===== config.mk =====
export PLATFORM = sky130hd
export DESIGN_NAME = fp_to_fixed_seq
export DESIGN_NICKNAME = d
export VERILOG_FILES = /design/src/rtl/fp_to_fixed_pkg.sv /design/src/rtl/fp_classify.sv /design/src/rtl/fp_to_fixed_seq.sv
export SDC_FILE = /design/constraint.sdc
export NUM_CORES = 1
export LEC_CHECK = 0
export ABC_AREA = 1
export ABC_CLOCK_PERIOD_IN_PS = 5950
export CORE_MARGIN = 3
export CORE_UTILIZATION = 61
export DETAILED_ROUTE_END_ITERATION = 12
export HOLD_SLACK_MARGIN = 0.12
export PLACE_DENSITY = 0.83
export SLEW_MARGIN = 20
export SYNTH_ARGS = -nofsm -noshare
export SYNTH_HDL_FRONTEND = slang
export SYNTH_HIERARCHICAL = 1
export SYNTH_SLANG_ARGS = --single-unit

===== constraint.sdc =====
create_clock -name clk -period 5.95 [get_ports clk]
set_input_delay 1.4875 -clock clk [delete_from_list [all_inputs] [get_ports clk]]
set_output_delay 1.4875 -clock clk [all_outputs]
set_load 0.1 [all_outputs]

===== src/rtl/fp_to_fixed_pkg.sv =====
// Shared constants and state encoding for the float to signed Q2.16 converter.
package fp_to_fixed_pkg;

  localparam int unsigned EXP_BIAS   = 127;
  localparam int unsigned FRAC_BITS  = 16;
  localparam int unsigned INT_BITS   = 2;
  localparam int unsigned SHIFT_BASE = 134;
  localparam int unsigned EXP_MIN    = 111;
  localparam int unsigned EXP_MAX    = 127;

  localparam logic [17:0] SAT_POS = 18'h1FFFF;
  localparam logic [17:0] SAT_NEG = 18'h20000;

  typedef enum logic [2:0] {
    StIdle,
    StClassify,
    StShift,
    StNegate,
    StDone
  } state_e;

endpackage


===== src/rtl/fp_classify.sv =====
// Combinational decode of an IEEE-754 single into the special-case classes and
// the right-shift amount that aligns the 24-bit significand to Q2.16.
module fp_classify
  import fp_to_fixed_pkg::*;
(
  input  logic [31:0] fp,
  output logic        is_nan,
  output logic        is_inf,
  output logic        is_zero,
  output logic        is_denorm,
  output logic        too_small,
  output logic        too_big,
  output logic        is_neg_two,
  output logic [4:0]  sh
);

  logic [7:0]  exp_f;
  logic        mant_nz;

  assign exp_f   = fp[30:23];
  assign mant_nz = |fp[22:0];

  assign is_nan     = (exp_f == 8'hFF) && mant_nz;
  assign is_inf     = (exp_f == 8'hFF) && !mant_nz;
  assign is_zero    = (exp_f == 8'h00) && !mant_nz;
  assign is_denorm  = (exp_f == 8'h00) && mant_nz;
  assign too_small  = (exp_f != 8'h00) && (exp_f < 8'(EXP_MIN));
  assign too_big    = (exp_f > 8'(EXP_MAX)) && (exp_f != 8'hFF);
  // -2.0 is the one out-of-range magnitude that Q2.16 represents exactly.
  assign is_neg_two = (fp == 32'hC000_0000);

  // Only meaningful in the in-range window, where it spans 7..23.
  assign sh = 5'(8'(SHIFT_BASE) - exp_f);

endmodule


===== src/rtl/fp_to_fixed_seq.sv =====
// Multi-cycle IEEE-754 single to signed Q2.16 converter with valid/ready on both
// sides; the alignment shift is done as five conditional power-of-two steps.
module fp_to_fixed_seq
  import fp_to_fixed_pkg::*;
(
  input  logic        clk,
  input  logic        rst_n,
  input  logic        in_valid,
  output logic        in_ready,
  input  logic [31:0] fp_in,
  output logic        out_valid,
  input  logic        out_ready,
  output logic [17:0] fixed_out,
  output logic        ovf,
  output logic        unf,
  output logic        nan
);

  state_e      state_q, state_d;
  logic [31:0] fp_q;
  logic [23:0] mag_q, mag_shift;
  logic [4:0]  sh_q;
  logic [2:0]  k_q;
  logic [17:0] mag_ext;

  logic is_nan, is_inf, is_zero, is_denorm, too_small, too_big, is_neg_two;
  logic [4:0] sh;
  logic special;

  fp_classify u_classify (
    .fp         (fp_q),
    .is_nan     (is_nan),
    .is_inf     (is_inf),
    .is_zero    (is_zero),
    .is_denorm  (is_denorm),
    .too_small  (too_small),
    .too_big    (too_big),
    .is_neg_two (is_neg_two),
    .sh         (sh)
  );

  assign special = is_nan | is_inf | is_zero | is_denorm | too_small | too_big | is_neg_two;

  always_ff @(posedge clk or negedge rst_n) begin
    if (!rst_n) begin
      state_q <= StIdle;
    end else begin
      state_q <= state_d;
    end
  end

  always_comb begin
    state_d = state_q;
    unique case (state_q)
      StIdle:     if (in_valid) state_d = StClassify;
      StClassify: state_d = special ? StDone : StShift;
      StShift:    if (k_q == 3'd0) state_d = StNegate;
      StNegate:   state_d = StDone;
      StDone:     if (out_ready) state_d = StIdle;
      default:    state_d = StIdle;
    endcase
  end

  always_comb begin
    in_ready  = (state_q == StIdle);
    out_valid = (state_q == StDone);
  end

  // Step k shifts by 2^k when bit k of the shift amount is set (16, 8, 4, 2, 1).
  always_comb begin
    mag_shift = mag_q;
    case (k_q)
      3'd4:    if (sh_q[4]) mag_shift = mag_q >> 16;
      3'd3:    if (sh_q[3]) mag_shift = mag_q >> 8;
      3'd2:    if (sh_q[2]) mag_shift = mag_q >> 4;
      3'd1:    if (sh_q[1]) mag_shift = mag_q >> 2;
      3'd0:    if (sh_q[0]) mag_shift = mag_q >> 1;
      default: mag_shift = mag_q;
    endcase
  end

  assign mag_ext = {1'b0, mag_q[16:0]};

  always_ff @(posedge clk or negedge rst_n) begin
    if (!rst_n) begin
      fp_q      <= '0;
      mag_q     <= '0;
      sh_q      <= '0;
      k_q       <= '0;
      fixed_out <= '0;
      ovf       <= 1'b0;
      unf       <= 1'b0;
      nan       <= 1'b0;
    end else begin
      unique case (state_q)
        StIdle: begin
          if (in_valid) fp_q <= fp_in;
        end
        StClassify: begin
          mag_q <= {1'b1, fp_q[22:0]};
          sh_q  <= sh;
          k_q   <= 3'd4;
          if (is_nan) begin
            fixed_out <= '0;
            nan       <= 1'b1;
          end else if (is_inf) begin
            fixed_out <= fp_q[31] ? SAT_NEG : SAT_POS;
            ovf       <= 1'b1;
          end else if (is_zero || is_denorm) begin
            fixed_out <= '0;
            unf       <= is_denorm;
          end else if (too_small) begin
            fixed_out <= '0;
            unf       <= 1'b1;
          end else if (is_neg_two) begin
            fixed_out <= SAT_NEG;
          end else if (too_big) begin
            fixed_out <= fp_q[31] ? SAT_NEG : SAT_POS;
            ovf       <= 1'b1;
          end
        end
        StShift: begin
          mag_q <= mag_shift;
          k_q   <= k_q - 3'd1;
        end
        StNegate: begin
          fixed_out <= fp_q[31] ? -mag_ext : mag_ext;
        end
        StDone: begin
          if (out_ready) begin
            ovf <= 1'b0;
            unf <= 1'b0;
            nan <= 1'b0;
          end
        end
        default: ;
      endcase
    end
  end

endmodule


Word level (Yosys, flattened, before mapping)
Cells that the tools add are included.
{"block": "word_totals", "wordCells": 109, "reg_bits": 88, "inputBits": 36, "output_inout_bits": 23}
{"block": "op_classes", "n_addsub": 3, "reduce_logical": 23, "eq_ne": 29, "order_cmp": 2, "n_mux": 37, "n_bitwise": 6}
{"cell": "$mux 18", "n": 8}
{"cell": "$mux 24", "n": 5}
{"cell": "$pmux 24 s5", "n": 1}
{"cell": "$pmux 24 s2", "n": 1}
{"cell": "$pmux 18 s2", "n": 1}
{"cell": "$eq 32x32->1 const B", "n": 1}
{"cell": "$ne 3x3->1 const B", "n": 10}
{"cell": "$reduce_or 23->1", "n": 1}
{"cell": "$neg 17->18", "n": 1}
{"cell": "$pmux 3 s5", "n": 1}
{"cell": "$reduce_and 7->1", "n": 2}
{"cell": "$eq 3x2->1 const B", "n": 4}
{"cell": "$mux 1", "n": 12}
{"cell": "$mux 3", "n": 4}
{"cell": "$ne 2x2->1 const B", "n": 5}
{"cell": "$eq 8x8->1 const B", "n": 1}
{"cell": "$gt 8x7->1 const B", "n": 1}
{"cell": "$logic_not 8->1", "n": 1}
{"cell": "$lt 8x7->1 const B", "n": 1}
{"cell": "$ne 8x8->1 const B", "n": 1}
{"cell": "$reduce_bool 8->1", "n": 1}
{"cell": "$ne 7x7->1 const B", "n": 1}
{"cell": "$eq 3x1->1 const B", "n": 2}
{"cell": "$eq 3x3->1 const B", "n": 2}
{"cell": "15 further kinds", "n": 32}

Longest topological paths before layout
{"block": "depth", "depth_word": 11, "ltp_mapped": 14, "mapped_depth_nobuf": 14}

Modules after synthesis
Netlist, hierarchy kept.
{"module": "fp_to_fixed_seq", "cells_per_inst": 662, "seq_area_each_um2": 2202.1, "instances": 1, "area_each_um2": 4956.0}
{"module": "fp_classify", "cells_per_inst": 63, "seq_area_each_um2": 0.0, "instances": 1, "area_each_um2": 329.1}

Worst setup path before layout
OpenSTA, ideal clock, no wires.
{"block": "synth_timing", "path_kind": "reg-to-output", "start": "reg state_q[2]", "end": "out in_ready", "stages_incl_launch_ff": 2, "t_required_ns": 4.463, "path_slack_ns": 1.926, "n_path_buf": 0, "arrival_time_ns": 2.537, "path_cell_list": "dfrtp_1 nor3_1"}
{"block": "synth_between", "elab_chain_len": 1}
{"item": "start: declaration", "line_no": "fp_to_fixed_seq.sv:19", "text": "state_e state_q, state_d;"}
{"item": "start signal: assignment", "line_no": "fp_to_fixed_seq.sv:46", "text": "state_q <= StIdle;"}
{"item": "start signal: assignment", "line_no": "fp_to_fixed_seq.sv:48", "text": "state_q <= state_d;"}
{"item": "$logic_not 3->1", "line_no": "fp_to_fixed_seq.sv:65", "text": "in_ready = (state_q == StIdle);"}
{"item": "end: declaration", "line_no": "fp_to_fixed_seq.sv:9", "text": "output logic in_ready,"}
Every way passes these cells.

Worst setup path after layout
{"block": "layout_timing", "start": "reg state_q[1]", "end": "out out_valid"}
{"block": "layout_between", "elab_chain_len": 1}
{"item": "$eq 3x3->1", "line_no": "fp_to_fixed_seq.sv:66", "text": "out_valid = (state_q == StDone);"}
{"item": "end: declaration", "line_no": "fp_to_fixed_seq.sv:11", "text": "output logic out_valid,"}
Every way passes these cells.

==> flow_summary.rst <==
.. list-table::
   :header-rows: 1

   * - Metric
     - Value
   * - Total CTS buffers
     - 9
   * - Most repeated cell in the gate-level netlist after synthesis
     - nand2_1
   * - Crit path kind
     - reg -> out
   * - Part of the power in combinational logic
     - a little under three fifths
   * - Synthesized net count
     - slightly below 800
   * - Number of hold violations in the final report
     - 0
   * - Crit path capture
     - out_valid
   * - Pwr Density
     - roughly 640 nW/um2
   * - Chip Width
     - 99.1 um
   * - Antenna Violating Nets Remaining
     - 0
   * - Routability cong.
     - ~0.98
   * - Clock Latency Late Sink
     - 0.36 ns
   * - Pin count of the biggest net entering global routing
     - 46
   * - Sequential power share
     - a little under a third
   * - Wire length of the first global-routing pass
     - 22,100 um
   * - Worst slew margin relative to its limit
     - between 30 and 40%
   * - Predominant post-synthesis flop cell
     - dfrtp_1
   * - Count of standard-cell rows
     - 33
   * - Library cell occupying the most area in the post-synthesis netlist
     - dfrtp_1
   * - Most instantiated cells after synthesis
     - nand2_1 (263), dfrtp_1 (88), nor2_1 (80)
   * - Die Outline Area
     - 9820 um2
   * - Final cycle utilization of the critical path
     - ~63%
   * - Pwr Total
     - between 3 and 4 mW
   * - Effective utilization at floorplan
     - 63.7%
   * - Signal arrival time at the worst endpoint
     - ~2.3 ns
   * - Worst Clk Skew
     - between 0.008 and 0.009 ns
   * - Area share of the largest cell type after synthesis
     - between 40% and 50%
   * - Internal power
     - approximately 1.8 mW
   * - Final global-route overflow total
     - 0
   * - Fraction of synthesis flops using an asynchronous set or reset pin
     - 100%
   * - DRC marker count from the first detailed-route iteration
     - around 290
   * - Count of mapped cells out of synthesis
     - approximately 730
   * - Final count of negative-setup-slack endpoints
     - 0
   * - Number of buffers inserted by port buffering
     - 58
   * - Total number of vias
     - around 5,000
   * - Worst reg-to-reg setup slack
     - roughly 3.3 ns
   * - HPWL after detailed placement
     - approximately 9600 um
   * - Number of levels the H-tree was split into
     - 3
   * - Proportion of layout cells with a drive suffix above 1
     - approximately 9.3%
   * - Number of buffers on the longest clock path
     - 2
   * - DR pass1 iterations
     - 5
   * - Setup repair after global routing missed its margin
     - false
   * - Cell area after technology mapping
     - approximately 5300 um2
   * - Cell types with the largest area share after synthesis
     - dfrtp_1 (42%), nand2_1 (19%), mux2_2 (6.6%), nor2_1 (5.7%), o21ai_0 (4.8%)
   * - Critical Path Start
     - state_q[1]$_DFFE_PN0P_
   * - Number of distinct library cell variants in the gate-level netlist after synthesis
     - 36
   * - Post-synth EDFFs
     - 0
   * - Maximum Capacitance Violations
     - 0
   * - Number of clock sinks
     - 88
   * - Post-detailed-route DRC marker count
     - 0
   * - Part of the Yosys area used for sequential elements
     - a little over two fifths
   * - Largest vdd supply drop
     - 0.270 mV
   * - Launch instance of the worst register-to-register path
     - fp_q[13]$_DFFE_PN0P_
   * - Switching power summed over all nets
     - approximately 2.1 mW
   * - HP Class
     - reg -> reg
   * - Minimum clock period after layout
     - around 3.8 ns
   * - Type of element launching the critical path
     - flop
   * - Yosys warnings
     - 6
   * - Dpl cell area
     - between 5000 and 6000 um2
   * - Average wire per standard cell
     - between 10 and 15 um
   * - Top-level I/O count
     - about 60
   * - Max-slew violation total from the final report
     - 0
   * - Total global-route track usage
     - 27.9%
   * - Worst EP required
     - about 4.5 ns
   * - Initial antenna violation count
     - 0
   * - Area of all placed cells without fillers
     - ~6100 um2
   * - Number of inserted diodes
     - 0
   * - Number of global-route vias before repair
     - around 4,700
   * - Clock Power Share
     - between 10% and 20%
   * - Leakage power summed over all cells
     - about 2.9 nW
   * - Worst slack on hold paths
     - a little under 0.5 ns
   * - Area of the placeable core
     - between 8000 and 9000 um2
   * - Transition time of the tightest slew-check pin
     - a little over 1 ns
   * - Crit end category
     - output port
   * - Net switching share of the total power
     - 53.3%
   * - Die extent in y
     - 99.1 um
   * - Fmax
     - around 260 MHz
   * - Critical path fanouts, max
     - 6
   * - Clock tree from TritonCTS
     - built
   * - Critical register-to-register path endpoint
     - fixed_out[4]$_DFFE_PN0P_
   * - Worst reg2reg path depth
     - 12
   * - Syn_area_per_cell
     - around 7.3 um2
   * - Hold-fix buffer count after cts
     - 0
   * - Post-synthesis sequential element count
     - 88
   * - Status
     - completed
   * - Total Routed Length
     - about 13,000 um
   * - Final layout net count
     - just over 800
   * - Synth-to-layout area growth
     - 15.4%
   * - Postcts setup bufs
     - 0
   * - Post-cts sizing count
     - 0
   * - Root Buffer
     - clkbuf_8
   * - Post-Route Setup TNS
     - 0 ns
   * - Post-detailed-route via-to-cell ratio
     - ~5.6
   * - Clock transition time at the flip-flop clock pins of the worst setup and hold paths
     - ~0.090 ns
-- power by group through the flow --
stage,logic [mW],clock network (mW),registers (mW)
global route,2.45,0.496,1.28
finish,2.24,0.461,1.23
CTS,2.23,0.468,1.22
global placement,2.16,0,1.21
floorplan,1.30,0,1.64
detailed placement,2.22,0,1.23
-- logic make-up after synthesis --
| family | count (synthesis) | share of synthesized area (%) |
|---|---|---|
| AND/OR/NAND/NOR | 412 | 32.2 |
| multiplexers | 31 | 6.61 |
| AO/OA/AOI/OAI | 97 | 10.1 |
| flip-flops | 88 | 41.7 |
| adder cells (fa/ha/maj) | 9 | 2.13 |
| XOR/XNOR | 3 | 0.497 |
| buffers and inverters | 85 | 6.84 |
-- worst max-delay path, cell delays in order, from the launching register on --
cell and delay (ns):
dfrtp_1 0.45, inv_1 0.10, nand3_1 0.11, inv_1 0.12, clkdlybuf4s50_1 1.14
-- layer usage --
metal	GRT usage (%)	share of wire (%)	vias up
li1	-	-	2418
met1	39.5	45	2308
met2	43.9	47	202
met3	5.73	6.5	27
met4	7.56	1.6	0
met5	0	0	-
-- sequential cells by signal (all words and copies together) (netlist names) --
register   cells
fixed_out     18
fp_q          32
ovf            1
nan            1
state_q        3
mag_q         24
sh_q           5
k_q            3
unf            1
-- per-stage QoR --
stage | instances | worst slack [ns] | util [%]
2_1_floorplan | 725 | 1.93 | -
3_3_place_gp | 865 | 2.63 | 70.8
3_5_place_dp | 865 | 2.59 | 70.8
4_1_cts | 881 | 2.18 | 73.4
5_1_grt | 881 | 2.04 | 73.5
6_report | 881 | 2.17 | 73.5
-- placed cells by master (no fill, tap or decap), types with 5 or more instances in the layout --
cell             instances
a21oi_1                 28
nand2_1                262
clkbuf_8                10
nor2_1                  79
ha_1                     9
nand4_1                  8
clkdlybuf4s50_1         57
nand3_1                 42
inv_2                    5
dfrtp_1                 88
o21ai_0                 51
o22ai_1                 10
mux2_2                  31
nor2_2                   6
inv_1                   54
-- cell type report --
class / count / area, um2
multi-input combinational: 552 / 2730
sequential: 88 / 2200
fill: 682 / 2200
timing repair buffer: 60 / 593
inverter: 60 / 225
clock buffer: 11 / 141
tap: 105 / 131
clock inverter: 5 / 80.1
-- worst min path at each step --
stage | slack, ns | startpoint | end | cells after the start
6_report | 0.49 | sh_q[1]$_DFFE_PN0P_ | sh_q[1]$_DFFE_PN0P_ | 2
5_1_grt | 0.53 | sh_q[1]$_DFFE_PN0P_ | sh_q[1]$_DFFE_PN0P_ | 2
4_1_cts | 0.49 | sh_q[1]$_DFFE_PN0P_ | sh_q[1]$_DFFE_PN0P_ | 2
3_5_place_dp | 0.46 | sh_q[1]$_DFFE_PN0P_ | sh_q[1]$_DFFE_PN0P_ | 2
3_3_place_gp | 0.46 | fixed_out[17]$_DFFE_PN0P_ | fixed_out[17]$_DFFE_PN0P_ | 2
2_1_floorplan | 0.44 | sh_q[1]$_DFFE_PN0P_ | sh_q[1]$_DFFE_PN0P_ | 2
No activity file was read; power rests on OpenSTA's default activity.
